## config.mk

```make
export PLATFORM = sky130hd
export DESIGN_NAME = gan_param_loader
export DESIGN_NICKNAME = d
export VERILOG_FILES = /design/src/rtl/gan_param_loader_pkg.sv /design/src/rtl/gan_param_loader_bank.sv /design/src/rtl/gan_param_loader.sv
export SDC_FILE = /design/constraint.sdc
export NUM_CORES = 1
export LEC_CHECK = 0
export CAP_MARGIN = 20
export CORE_ASPECT_RATIO = 0.75
export CORE_MARGIN = 2
export CORE_UTILIZATION = 55
export CTS_BUF_LIST = sky130_fd_sc_hd__clkbuf_4 sky130_fd_sc_hd__clkbuf_8 sky130_fd_sc_hd__clkbuf_16
export CTS_CLUSTER_DIAMETER = 80
export DETAILED_ROUTE_END_ITERATION = 7
export GPL_TIMING_DRIVEN = 0
export PLACE_DENSITY = 0.8
export SYNTH_ARGS = -nofsm -noshare
export SYNTH_HDL_FRONTEND = slang
export SYNTH_SLANG_ARGS = --single-unit
```

## constraint.sdc

```tcl
create_clock -name i_clk -period 43.8 [get_ports i_clk]
set_clock_uncertainty 0.1 [all_clocks]
set_input_delay 8.76 -clock i_clk [delete_from_list [all_inputs] [get_ports i_clk]]
set_output_delay 8.76 -clock i_clk [all_outputs]
set_load 0.1 [all_outputs]
```

## src/rtl/gan_param_loader_pkg.sv

```systemverilog
// Shared widths, slot indices and state encoding for the GAN parameter loader.
package gan_param_loader_pkg;

    localparam int unsigned DATA_W     = 6;
    localparam int unsigned N_PARAMS   = 77;
    localparam int unsigned RUN_CYCLES = 40;

    localparam int unsigned CNT_W = $clog2(N_PARAMS);
    localparam int unsigned RUN_W = $clog2(RUN_CYCLES);
    localparam int unsigned BUS_W = N_PARAMS * DATA_W;

    // Operand slot map; layers 2..8 follow b_l1_4 in GAN port order.
    localparam int unsigned SLOT_X1      = 0;
    localparam int unsigned SLOT_X2      = 1;
    localparam int unsigned SLOT_X3      = 2;
    localparam int unsigned SLOT_X4      = 3;
    localparam int unsigned SLOT_W_L1_11 = 4;
    localparam int unsigned SLOT_W_L1_44 = 19;
    localparam int unsigned SLOT_B_L1_1  = 20;
    localparam int unsigned SLOT_B_L1_4  = 23;
    localparam int unsigned SLOT_B_L8_4  = 76;

    localparam logic [CNT_W-1:0] LAST_IDX = CNT_W'(N_PARAMS - 1);
    localparam logic [RUN_W-1:0] RUN_INIT = RUN_W'(RUN_CYCLES - 1);

    typedef enum logic [1:0] {
        ST_IDLE = 2'd0,
        ST_LOAD = 2'd1,
        ST_RUN  = 2'd2,
        ST_DONE = 2'd3
    } state_t;

endpackage

```

## src/rtl/gan_param_loader_bank.sv

```systemverilog
// Shadow/active operand banks: words land in shadow, a commit copies the set to active.
module gan_param_loader_bank
    import gan_param_loader_pkg::*;
(
    input  logic              i_clk,
    input  logic              i_rst,
    input  logic              i_we,
    input  logic [CNT_W-1:0]  i_idx,
    input  logic [DATA_W-1:0] i_data,
    input  logic              i_commit,
    output logic [BUS_W-1:0]  o_param_bus
);

    logic [DATA_W-1:0] r_shadow [N_PARAMS];
    logic [DATA_W-1:0] r_active [N_PARAMS];

    // Shadow bank write port
    always_ff @(posedge i_clk or posedge i_rst) begin
        if (i_rst) begin
            for (int k = 0; k < N_PARAMS; k++) begin
                r_shadow[k] <= '0;
            end
        end else begin
            for (int k = 0; k < N_PARAMS; k++) begin
                if (i_we && (i_idx == CNT_W'(k))) begin
                    r_shadow[k] <= i_data;
                end
            end
        end
    end

    // Active bank commit; the word written on the commit edge bypasses shadow
    always_ff @(posedge i_clk or posedge i_rst) begin
        if (i_rst) begin
            for (int k = 0; k < N_PARAMS; k++) begin
                r_active[k] <= '0;
            end
        end else if (i_commit) begin
            for (int k = 0; k < N_PARAMS; k++) begin
                r_active[k] <= (i_we && (i_idx == CNT_W'(k))) ? i_data : r_shadow[k];
            end
        end
    end

    // Flatten active bank onto the GAN operand bus
    always_comb begin
        o_param_bus = '0;
        for (int k = 0; k < N_PARAMS; k++) begin
            o_param_bus[k*DATA_W +: DATA_W] = r_active[k];
        end
    end

endmodule

```

## src/rtl/gan_param_loader.sv

```systemverilog
// Serial operand loader for GAN_shared_hw: framing check, bank commit, Start/Result sequencing.
module gan_param_loader
    import gan_param_loader_pkg::*;
(
    input  logic              i_clk,
    input  logic              i_rst,
    input  logic [DATA_W-1:0] i_in_data,
    input  logic              i_in_valid,
    input  logic              i_in_last,
    output logic              o_in_ready,
    output logic [BUS_W-1:0]  o_param_bus,
    output logic              o_start,
    output logic              o_result_valid,
    input  logic              i_result_ack,
    output logic              o_frame_err
);

    state_t           r_state;
    logic [CNT_W-1:0] r_count;
    logic [RUN_W-1:0] r_run;
    logic             r_in_ready;
    logic             r_start;
    logic             r_result_valid;
    logic             r_frame_err;

    logic w_accept;
    logic w_commit;

    assign w_accept = i_in_valid && r_in_ready;
    assign w_commit = w_accept && (r_state == ST_LOAD) && (r_count == LAST_IDX) && i_in_last;

    gan_param_loader_bank u_bank (
        .i_clk       (i_clk),
        .i_rst       (i_rst),
        .i_we        (w_accept),
        .i_idx       (r_count),
        .i_data      (i_in_data),
        .i_commit    (w_commit),
        .o_param_bus (o_param_bus)
    );

    // Control FSM with word counter, run counter and registered handshake/status outputs
    always_ff @(posedge i_clk or posedge i_rst) begin
        if (i_rst) begin
            r_state        <= ST_IDLE;
            r_count        <= '0;
            r_run          <= '0;
            r_in_ready     <= 1'b1;
            r_start        <= 1'b0;
            r_result_valid <= 1'b0;
            r_frame_err    <= 1'b0;
        end else begin
            r_frame_err <= 1'b0;
            case (r_state)
                ST_IDLE: begin
                    if (w_accept) begin
                        if (i_in_last) begin
                            r_frame_err <= 1'b1;
                            r_count     <= '0;
                        end else begin
                            r_count <= r_count + CNT_W'(1);
                            r_state <= ST_LOAD;
                        end
                    end
                end
                ST_LOAD: begin
                    if (w_accept) begin
                        if (r_count == LAST_IDX) begin
                            r_count <= '0;
                            if (i_in_last) begin
                                r_state    <= ST_RUN;
                                r_in_ready <= 1'b0;
                                r_start    <= 1'b1;
                                r_run      <= RUN_INIT;
                            end else begin
                                r_frame_err <= 1'b1;
                                r_state     <= ST_IDLE;
                            end
                        end else if (i_in_last) begin
                            r_frame_err <= 1'b1;
                            r_count     <= '0;
                            r_state     <= ST_IDLE;
                        end else begin
                            r_count <= r_count + CNT_W'(1);
                        end
                    end
                end
                ST_RUN: begin
                    if (r_run == '0) begin
                        r_state        <= ST_DONE;
                        r_result_valid <= 1'b1;
                    end else begin
                        r_run <= r_run - RUN_W'(1);
                    end
                end
                ST_DONE: begin
                    if (i_result_ack) begin
                        r_state        <= ST_IDLE;
                        r_start        <= 1'b0;
                        r_result_valid <= 1'b0;
                        r_in_ready     <= 1'b1;
                        r_count        <= '0;
                    end
                end
                default: begin
                    r_state <= ST_IDLE;
                end
            endcase
        end
    end

    assign o_in_ready     = r_in_ready;
    assign o_start        = r_start;
    assign o_result_valid = r_result_valid;
    assign o_frame_err    = r_frame_err;

endmodule

```

==> results.cfg, run 1 <==
[placed_design]
portBuffers = 470
gp_congestion = 0.839
dp.cells = 3539
dp_hpwl_um = 64200

[logic_synthesis]
synth_cells = 2196
synth_top_family_by_area = multiplexers
synth_top_area_share_pct = 65.9
ys.flop_type = dfrtp_1
synth_area_um2 = 35600
synth_seq_area_share_pct = 65.9
synthXorXnorAreaFrac_pct = 0
synthAdderAreaFrac_pct = 0.246
synth.distinct_cells = 46
syn_avg_cell_area_um2 = 16.2
ys_ff_latch = 937
yosys.area_share.simple_pct = 2.64
synth_top_area_cell = dfrtp_1
synth_top_cells_by_area = dfrtp_1 66%, mux2_2 29%, buf_2 0.83%, clkbuf_1 0.72%, nand2_1 0.65%
synth_edf_count = 0
synth_compound_area_share_pct = 0.609
muxShareOfSynthArea_pct = 28.9
async_flop_share_pct = 100
ys_warn_count = 0
synth_nets = 2214

[setup_path]
cp_top_family = buffers and inverters
arrival_ns = 12.50
cp-start-kind = input port
cp_common_cell = clkbuf_1
slowest_stage = clkbuf_1
cpPeakStageDelay_ns = 0.83
path_cells = clkdlybuf4s50_1 -> clkbuf_1 -> nand4_1 -> nor3_2 -> clkbuf_1 -> buf_2 -> mux2_2
end_kind = register
critPathKind = in2reg
critical_path_required_ns = 44.20
reg2reg_slack_ns = 39.88
worstPathMaxFanout = 10
cp.buffers_inverters = 4

[routing]
first_iter_violations = 1103
routed_wl_um = 90400
met2_length_um = 43000
wl_met3_um = 5160
firstDrtPassIters = 5
topRoutingLayerUsed = met4
remaining_drc_errors = 0
via_count = 20500
ant_nets = 0
wl_per_cell_um = 24.4
vias_per_cell = 5.55
wl_met1_um = 39100

[sta]
final_max_slew_viol_count = 0
finalCriticalPeriod_ns = 12.09
hold_viol = 0
rsz0062_at_grt = false
slew_headroom_pct = 21.6
period_share_pct = 27.6
tns_ns = 0
max_freq_mhz = 82.7
worst_slew_pin_slew_ns = 1.17
finalSetupViolations = 0

[grt]
grt_pass1_vias = 22000
grt_pass1_wl_um = 136000
antenna_found_initial = 0
grt_overflow = 0
grt_max_degree = 148
track_usage_pct = 27.1

[power_and_ir_drop]
intPower_uw = 1350
power_frac_seq_pct = 50.7
p_per_area_nw_per_um2 = 38.2
clkPwrFrac_pct = 47.6
leakage_uw = 0.0222
vdd_drop_max_v = 0.0000367
combPwrFrac_pct = 1.7
power_switching_share_pct = 20.8
p_switching_uw = 354

[clock_tree]
cts_htree_levels = 3
post-cts-setup-buffers = 0
clockBufferDepth = 3
cts_tree = done
clock_latency_ns = 0.64
cts_buffers = 87
postCtsHoldBufs = 0
cts_sinks = 937
clk_pin_slew_worst_paths_ns = 0.06
cts_resized = 0
root_buffer = clkbuf_16

[layout]
nets = 2785
fillCellCount = 4146
area.growth.synth_to_final_pct = 25.7
layout.cells.most_common = dfrtp_1
layout_common_cells = 936 x dfrtp_1, 904 x mux2_2, 470 x clkdlybuf4s50_1, 88 x clkbuf_16, 68 x clkbuf_1
drive_gt1_share_pct = 40.6
final_cells = 3700

[status]
status = finished, final reports clean

[floorplan]
die_y_um = 224
die-area_um2 = 66700
initial_utilization_pct = 55.8
core_area_um2 = 63800
die_w_um = 298
row_count = 80
io_pins = 477

[flow_run]
maxCapViolations = 0

[hold_path]
hold_path_class = reg2reg
## layer usage
layer | global-route usage (%) | vias up
li1 | - | 8912
met1 | 37.3 | 10900
met2 | 43.2 | 532
met3 | 5.73 | 164
met4 | 9.55 | 0
met5 | 0 | -
## worst min-delay path, delay by kind of cell (launching register included)
kind / cells / cell delay (ns)
DFF: 1 / 0.34
and+or+nand+nor: 2 / 0.11
## layout make-up
cell class                      instances  area, µm²  share of cell area (%)
Multi-Input combinational cell       1123      11500                    25.8
Antenna cell                            3       7.51                  0.0168
Tap cell                              861       1080                    2.41
Buffer                                127        551                    1.23
Timing Repair Buffer                  482       4900                    11.0
Sequential cell                       937      23400                    52.5
Clock inverter                         34        542                    1.21
Clock buffer                          124       2580                    5.78
Inverter                                9       41.3                  0.0924
## stage by stage
step	setup slack [ns]	hold slack [ns]	power [µW]	cell area [µm²]	utilization (%)
after detailed placement	31.14	0.369	912	41600	65.2
after floorplan	8.59	0.359	900	35600	-
final	31.71	0.381	1710	44700	70.1
after global routing	31.65	0.400	1760	44700	70.1
after global placement	0.844	0.362	911	41300	64.8
after CTS	31.80	0.383	1720	44700	70.1
## Yosys cell counts, types with 3 or more instances
library cell / number
dfrtp_1: 936
mux2_2: 904
clkbuf_1: 68
nand2_1: 62
buf_2: 59
nor2_1: 28
o21ai_0: 11
nor4bb_1: 10
inv_1: 9
mux2_1: 9
nand4_1: 9
nand4b_1: 9
nor2_2: 8
a21oi_1: 7
ha_1: 7
nand3_1: 7
nor3_1: 7
or4_1: 7
nor4b_2: 3
o21a_1: 3
o22ai_1: 3
## cell families after synthesis
| group | after synthesis |
|---|---|
| simple gates | 167 |
| compound gates | 35 |
| mux | 914 |
| flops | 937 |
| fa+ha+maj | 7 |
| buf+inv | 136 |
## power groups by stage
stage / sequential [µW] / combinational (µW) / clock, µW
final: 865 / 29.4 / 813
after global routing: 865 / 33.9 / 861
after detailed placement: 881 / 30.6 / 0
after CTS: 865 / 30.7 / 825
after global placement: 883 / 27.4 / 0
after floorplan: 883 / 17.5 / 0
## registers in the layout, indices dropped and copies added (netlist names), 6 cells and up, named ones only
name	count
u_bank.o_param_bus	462
u_bank.r_shadow	456
r_count	7
r_run	6
## final timing paths
check,depth (start not counted),startpoint,endpoint
min,2,u_bank.o_param_bus[461],u_bank.o_param_bus[461]
max in group asynchronous,5,i_rst,u_bank.o_param_bus[439]
max,7,i_in_valid,u_bank.o_param_bus[308]
max reg2reg,6,o_in_ready,u_bank.o_param_bus[308]
min in group asynchronous,2,i_rst,u_bank.r_shadow[328]
min reg2reg,2,u_bank.o_param_bus[461],u_bank.o_param_bus[461]
Note: power is estimated with default switching activity, not from simulation.
==> inputs of run 2 (changes only) <==
CORE_UTILIZATION = 49   (was 55)
PLACE_DENSITY = 0.75   (was 0.8)
clock period = 10.03 ns   (was 43.8 ns; I/O delays follow)
==> run 2 against run 1 <==
  * Global-route usage shrank 2.1 points
  * Total power grew to 4.4 times the previous value
  * Utilization shrank 7.1 points
  * Cell area grew 1.2%
  * Hold slack gained 0.0016 ns
  * Sequential power grew to 4.4 times the previous value
  * Worst setup slack lost 27 ns
  * Largest power group unchanged
==> results.cfg, run 2 (synthesis gave the netlist of run 1 again) <==
[setup_path]
cp-start-kind = input port
cp_common_cell = clkbuf_1
path_cells = clkdlybuf4s50_1 -> clkbuf_1 -> nand4_1 -> nor3_2 -> clkbuf_1 -> buf_2 -> mux2_2
critPathKind = in2reg
end_kind = register
cp.buffers_inverters = 4
cpPeakStageDelay_ns = 0.91
worstPathMaxFanout = 10
arrival_ns = 5.98
cp_top_family = buffers and inverters
slowest_stage = clkbuf_1
critical_path_required_ns = 10.45

[floorplan]
core_area_um2 = 71800
io_pins = 477
die-area_um2 = 74800
die_y_um = 237
die_w_um = 315
row_count = 85
initial_utilization_pct = 49.5

[grt]
grt_pass1_wl_um = 140000
grt_overflow = 0
grt_max_degree = 47
antenna_found_initial = 3
track_usage_pct = 24.9
grt_pass1_vias = 22000

[clock_tree]
cts_htree_levels = 3
post-cts-setup-buffers = 0
cts_tree = done
clockBufferDepth = 3
cts_sinks = 937
cts_resized = 0
postCtsHoldBufs = 0
clock_latency_ns = 0.64
cts_buffers = 90
root_buffer = clkbuf_16
clk_pin_slew_worst_paths_ns = 0.06

[routing]
via_count = 20700
firstDrtPassIters = 5
routed_wl_um = 92700
remaining_drc_errors = 0
vias_per_cell = 5.40
wl_per_cell_um = 24.2
ant_nets = 0
first_iter_violations = 1171

[layout]
fin_area_um2 = 45200
area.growth.synth_to_final_pct = 27.2
seqCellArea_um2 = 23400
layout_common_cells = 936 x dfrtp_1, 904 x mux2_2, 470 x clkdlybuf4s50_1, 92 x clkbuf_16, 68 x clkbuf_1
fillCellCount = 5091
drive_gt1_share_pct = 41.3
nets = 2807
largest_reg_flops = 462
final_cells = 3823
layout.cells.most_common = dfrtp_1
multi_input_area_um2 = 11600

[power_and_ir_drop]
finalPower_uw = 7530
p_per_area_nw_per_um2 = 166
leakage_uw = 0.0224
vdd_drop_max_v = 0.000130

[sta]
holdWs_ns = 0.382
hold_viol = 0
max_freq_mhz = 180
rsz0062_at_grt = false
tns_ns = 0
worst_slew_pin_slew_ns = 1.14
finalSetupViolations = 0
finalCriticalPeriod_ns = 5.55
slew_headroom_pct = 24.3
final_max_slew_viol_count = 0
period_share_pct = 55.4

[placed_design]
gp_congestion = 0.829
portBuffers = 470
dp_hpwl_um = 67100
dpl-instance-area_um2 = 42000
dp.cells = 3651

[flow_run]
maxCapViolations = 0

[hold_path]
hold_path_class = reg2reg

[status]
status = finished, final reports clean
## run 2: changes by cell type in the layout (fill, tap and decap cells not counted), sizes merged
cell,delta
buf,+17
clkinvlp,+1
inv,-1
bufinv,-4
diode,-1
clkbuf,+15
## run 2: worst register-to-register path, stage by stage (launching register included)
cell	delay, ns
dfstp_2	0.60
clkbuf_1	0.43
nand4_1	0.42
nor3_2	0.73
clkbuf_1	0.91
buf_2	0.51
mux2_2	0.39
## run 2: per-stage QoR
stage / setup WS, ns / utilization (%)
finish: 4.48 / 63.0
global placement: -9.17 / 57.8
floorplan: -4.97 / -
global route: 4.31 / 63.0
CTS: 4.50 / 63.0
detailed placement: 3.83 / 58.5
## run 2: worst paths after layout
kind | startpoint | endpoint | slack [ns] | depth (start not counted)
worst max register to register | o_in_ready | u_bank.o_param_bus[315] | 5.82 | 6
min in group asynchronous | i_rst | u_bank.o_param_bus[163] | 1.83 | 2
worst min-delay path | u_bank.o_param_bus[456] | u_bank.o_param_bus[456] | 0.38 | 2
max in group asynchronous | i_rst | u_bank.r_shadow[426] | 6.16 | 7
worst max-delay path | i_in_valid | u_bank.o_param_bus[315] | 4.48 | 7
worst min register to register | u_bank.o_param_bus[456] | u_bank.o_param_bus[456] | 0.38 | 2
## run 2: layer usage
layer,track usage (%),wire [µm]
met1,34.7,40800
met2,38.9,43400
met3,5.30,5100
met4,8.99,3380
met5,0,13
## run 2: report_power, final
group / switching [µW] / internal [µW]
logic: 118 / 26.0
registers: 0 / 3780
clock network: 1460 / 2140
## run 2: final cells by class
| type | count | area share (%) |
|---|---|---|
| sequential | 937 | 51.9 |
| multi-input combinational | 1123 | 25.5 |
| timing repair buffer | 501 | 11.6 |
| clock buffer | 137 | 6.20 |
| tap | 957 | 2.65 |
| buffer | 127 | 1.22 |
| clock inverter | 30 | 0.888 |
| inverter | 9 | 0.0830 |
| antenna | 2 | 0.0111 |
